$ cat src/rtl/sr_excite_driver.sv
// rtl/sr_excite_driver.sv - FIFO-fed S/R excitation driver with q feedback mismatch counter
// Optional feature macro: SR_REDRIVE_EN (re-assert excitation when target equals model)
module sr_excite_driver #(
  parameter int DEPTH = 4,
  parameter int ERRW  = 8
) (
  input  logic            clk,
  input  logic            rst,
  input  logic            in_valid,
  input  logic            in_bit,
  output logic            in_ready,
  input  logic            en,
  output logic            s,
  output logic            r,
  input  logic            q_fb,
  output logic            q_model,
  output logic            busy,
  output logic [ERRW-1:0] err_cnt
);

  localparam int AW = $clog2(DEPTH);
  localparam logic [AW:0] FULL_CNT = (AW+1)'(DEPTH);

  logic          fifo_mem [DEPTH];
  logic [AW-1:0] wr_ptr;
  logic [AW-1:0] rd_ptr;
  logic [AW:0]   count;
  logic          v1;
  logic          v2;
  logic          exp_q;
  logic          push;
  logic          pop;
  logic          tgt;

  // No bypass: readiness depends only on the pre-edge occupancy
  assign in_ready = (count != FULL_CNT);
  assign push     = in_valid && in_ready;
  assign pop      = en && (count != '0);
  assign tgt      = fifo_mem[rd_ptr];
  assign busy     = (count != '0) | v1 | v2;

  always_ff @(posedge clk) begin
    if (!rst) begin
      wr_ptr  <= '0;
      rd_ptr  <= '0;
      count   <= '0;
      s       <= 1'b0;
      r       <= 1'b0;
      q_model <= 1'b0;
      v1      <= 1'b0;
      v2      <= 1'b0;
      exp_q   <= 1'b0;
      err_cnt <= '0;
    end else begin
      if (push) begin
        fifo_mem[wr_ptr] <= in_bit;
        wr_ptr           <= wr_ptr + 1'b1;
      end
      if (pop) begin
        rd_ptr <= rd_ptr + 1'b1;
      end
      case ({push, pop})
        2'b10:   count <= count + 1'b1;
        2'b01:   count <= count - 1'b1;
        default: count <= count;
      endcase

      // s and r are always complementary when driven, so 11 cannot occur
      s <= 1'b0;
      r <= 1'b0;
      if (pop) begin
        q_model <= tgt;
`ifdef SR_REDRIVE_EN
        s <= tgt;
        r <= ~tgt;
`else
        if (tgt != q_model) begin
          s <= tgt;
          r <= ~tgt;
        end
`endif
      end

      // q_fb reflects an excitation two edges after its pop
      v1    <= pop;
      v2    <= v1;
      exp_q <= q_model;
      if (v2 && (q_fb != exp_q) && (err_cnt != '1)) begin
        err_cnt <= err_cnt + 1'b1;
      end
    end
  end

endmodule

$ cat config.mk
export PLATFORM = sky130hd
export DESIGN_NAME = sr_excite_driver
export DESIGN_NICKNAME = d
export VERILOG_FILES = /design/src/rtl/sr_excite_driver.sv
export SDC_FILE = /design/constraint.sdc
export NUM_CORES = 1
export LEC_CHECK = 0
export ABC_CLOCK_PERIOD_IN_PS = 3190
export CORE_ASPECT_RATIO = 1.4
export CORE_MARGIN = 10
export CORE_UTILIZATION = 45
export DETAILED_ROUTE_END_ITERATION = 10
export GPL_TIMING_DRIVEN = 0
export PLACE_DENSITY = 0.69
export SYNTH_ARGS = -nofsm -noshare
export SYNTH_HDL_FRONTEND = slang
export SYNTH_SLANG_ARGS = --single-unit
$ cat constraint.sdc
create_clock -name clk -period 3.19 [get_ports clk]
set_clock_uncertainty 0.1 [all_clocks]
set_input_delay 0.957 -clock clk [delete_from_list [all_inputs] [get_ports clk]]
set_output_delay 0.957 -clock clk [all_outputs]
set_load 0.02 [all_outputs]
==> run metrics <==
status finished, final reports clean; GPL Wtd Cong 0.715; Post-CTS Setup Inserts 0; drt drc 0; Setup Total Neg Slack 0 ns; Worst Max-Slew Pin Slew between 0.4 and 0.5 ns; I/O pins 19; DR vias 859; slowest stage delay, CP 0.45 ns; footprint of the multi-input gates 569 um2; most frequent cell after synthesis dfxtp_1; final worst-path cycle share a little under 90%; post-place instance area approximately 1400 um2; WP depth 8; worst-path maximum fanout 5; total global routing track utilization a little under 9%; post_cts resized 0; Post-synth ARST share 0%; Max Freq approximately 360 MHz; FF-to-FF setup slack between 0.6 and 0.7 ns; routed length on met1 slightly below 1 mm; register area share after synthesis 48.1%; Final Setup Violations 0; fin cells roughly 180; Synth Area per Inst 10.2 um2; Die H about 81 um; Vias per Instance ~4.9; crit end category flop; gr ovfl total 0; Synth area leader dfxtp_1; Synth Flop Type dfxtp_1; worst-path cell chain clkdlybuf4s50_1, o31a_1, ha_1, inv_1, fa_1, xor2_1, or3_1, a21oi_1; maximum clock path buffer count 2; die area just over 5000 um2; metal2 WL a little over 1 mm; type of the worst setup path in2reg; Fin. Hold Viols 0; Power Dens Cells around 600 nW/um2; TritonCTS clock tree built; largest net degree at the start of global routing 17; post-detail-place hpwl 1.73 mm; post-placement cell count ~170; Slew headroom between 60% and 70%; Worst Path Arrival around 3.0 ns; Row Count 22; fill count 261; Nets around 150; initial antenna violation count 0; Final Critical Period roughly 2.8 ns; Max Cap Violations 0; initial core utilization ~47%; Slowest-stage cell, CP clkdlybuf4s50_1; Sink Count 27; Yosys top cell area share a little under two fifths; vias in the first global route 828; Layout area overhead 21.1%; Reg2Reg Depth 10; CTS clk-pin slew, worst paths 0.15 ns; Ys Warns 0; Buf/Inv on CP 2; Min-Delay Path Class reg2reg; Synth Instances 118; global-route wire length before repair 3.66 mm; WL met3 ~130 um; Placeable Area around 2600 um2; Yosys cell types 35; CP Data Required Time about 3.4 ns; Max Used Layer met4; Reg area between 500 and 600 um2; DRT antenna net count 0; worst skew pair latency about 0.32 ns; Hold Crit Depth 1; crit start category input port; Post-Syn Nets ~130; LEAKAGE between 0.5 and 0.6 nW; Post-synth EDFFs 4; top cells by count, synth 23 x dfxtp_1, 13 x nor2_1, 9 x nand2_1, 7 x inv_1, 6 x ha_1; total routed wirelength 2.16 mm; Max Slew Vio Count 0; dominant cells by area after synthesis dfxtp_1 38%, edfxtp_1 9.9%, ha_1 6.2%, nor2_1 4.0%, xor2_1 3.6%; number of diodes 0; flops & latches, synth 27; Die W about 64 um; delay-heaviest family, CP adder cells; port bufs 18; cts hold-fix bufs 0; total CTS buffers 3; drt pass-1 iters 4; H-tree Lvls 1; Synth Cell Area between 1000 and 1500 um2; worst vdd ir ~450 uV; layout cells sized above 1 7.86%; RSZ-0062 raised after global routing no; Layout Cell Area excl Fill 1460 um2; Root Buffer clkbuf_4; WL/cell about 12 um; drt initial violations 15
[cells by family after synthesis]
group	after synthesis	share of synthesized area (%)
simple gates	45	19.2
flops	27	48.1
compound gates	16	10.2
fa+ha+maj	7	7.88
buf+inv	12	4.77
xor+xnor	8	6.43
mux	3	3.52
[power breakdown]
group | total, mW | internal, mW | switching, mW
sequential | 0.443 | 0.398 | 0.0450
clock | 0.150 | 0.0478 | 0.102
combinational | 0.291 | 0.141 | 0.150
total | 0.884 | 0.587 | 0.297
[final timing paths]
path / from / to
worst max-delay path: en / count[2]$_SDFFE_PN0P_
worst min-delay path: q_model$_SDFFE_PN0N_ / s$_SDFF_PN0_
worst max register to register: count[0]$_SDFFE_PN0P_ / count[2]$_SDFFE_PN0P_
worst min register to register: q_model$_SDFFE_PN0N_ / s$_SDFF_PN0_
[area by class of cell]
| cell class | instances | share of cell area (%) |
|---|---|---|
| clock buffers | 3 | 1.54 |
| flip-flops and latches | 27 | 39.7 |
| inverters | 9 | 2.65 |
| plain buffers | 3 | 1.28 |
| multi-input cells | 79 | 38.9 |
| well taps | 36 | 3.08 |
| clock inverters | 1 | 0.513 |
| repair buffers | 18 | 12.3 |
[registers in the layout (all words and copies together) (netlist names), named ones only]
signal,count
v1,1
q_model,1
r,1
s,1
wr_ptr,2
rd_ptr,2
v2,1
fifo_mem,4
err_cnt,8
exp_q,1
count,3
[metal layers]
layer | vias to the layer above | GRT usage, %
met5 | - | 0
met4 | 0 | 4.61
met3 | 2 | 3.72
met2 | 12 | 14.9
met1 | 393 | 9.38
li1 | 452 | -
[worst register-to-register path, cell delays in order, from the launching register on]
cell      delay, ns
dfxtp_1        0.39
or3b_1         0.40
and2_1         0.18
buf_6          0.13
clkinv_4       0.04
ha_1           0.17
inv_1          0.06
fa_1           0.37
xor2_1         0.15
or3_1          0.30
a21oi_1        0.15
[cell usage in the layout (no fill, tap or decap), types with 2 or more instances in the layout]
| master | instances |
|---|---|
| dfxtp_1 | 23 |
| clkdlybuf4s50_1 | 18 |
| nor2_1 | 13 |
| nand2_1 | 9 |
| inv_1 | 7 |
| ha_1 | 6 |
| xor2_1 | 5 |
| a21oi_1 | 5 |
| and3_1 | 4 |
| or3_1 | 4 |
| edfxtp_1 | 4 |
| and2_1 | 3 |
| nand4_1 | 3 |
| nand3_1 | 3 |
| o21ai_0 | 3 |
| clkbuf_4 | 3 |
| clkbuf_1 | 2 |
| and4_1 | 2 |
| nor3b_1 | 2 |
| mux2i_1 | 2 |
| xnor2_1 | 2 |
[per-stage QoR]
step	worst slack (ns)	util [%]	total power, mW	hold slack, ns
final	0.400	56.5	0.884	0.393
after global routing	0.269	56.5	0.954	0.414
after CTS	0.402	56.5	0.895	0.396
after detailed placement	0.0760	55.4	0.745	0.352
after global placement	0.0654	55.4	0.739	0.345
after floorplan	0.636	-	0.654	0.336
No activity file was read; power rests on OpenSTA's default activity.
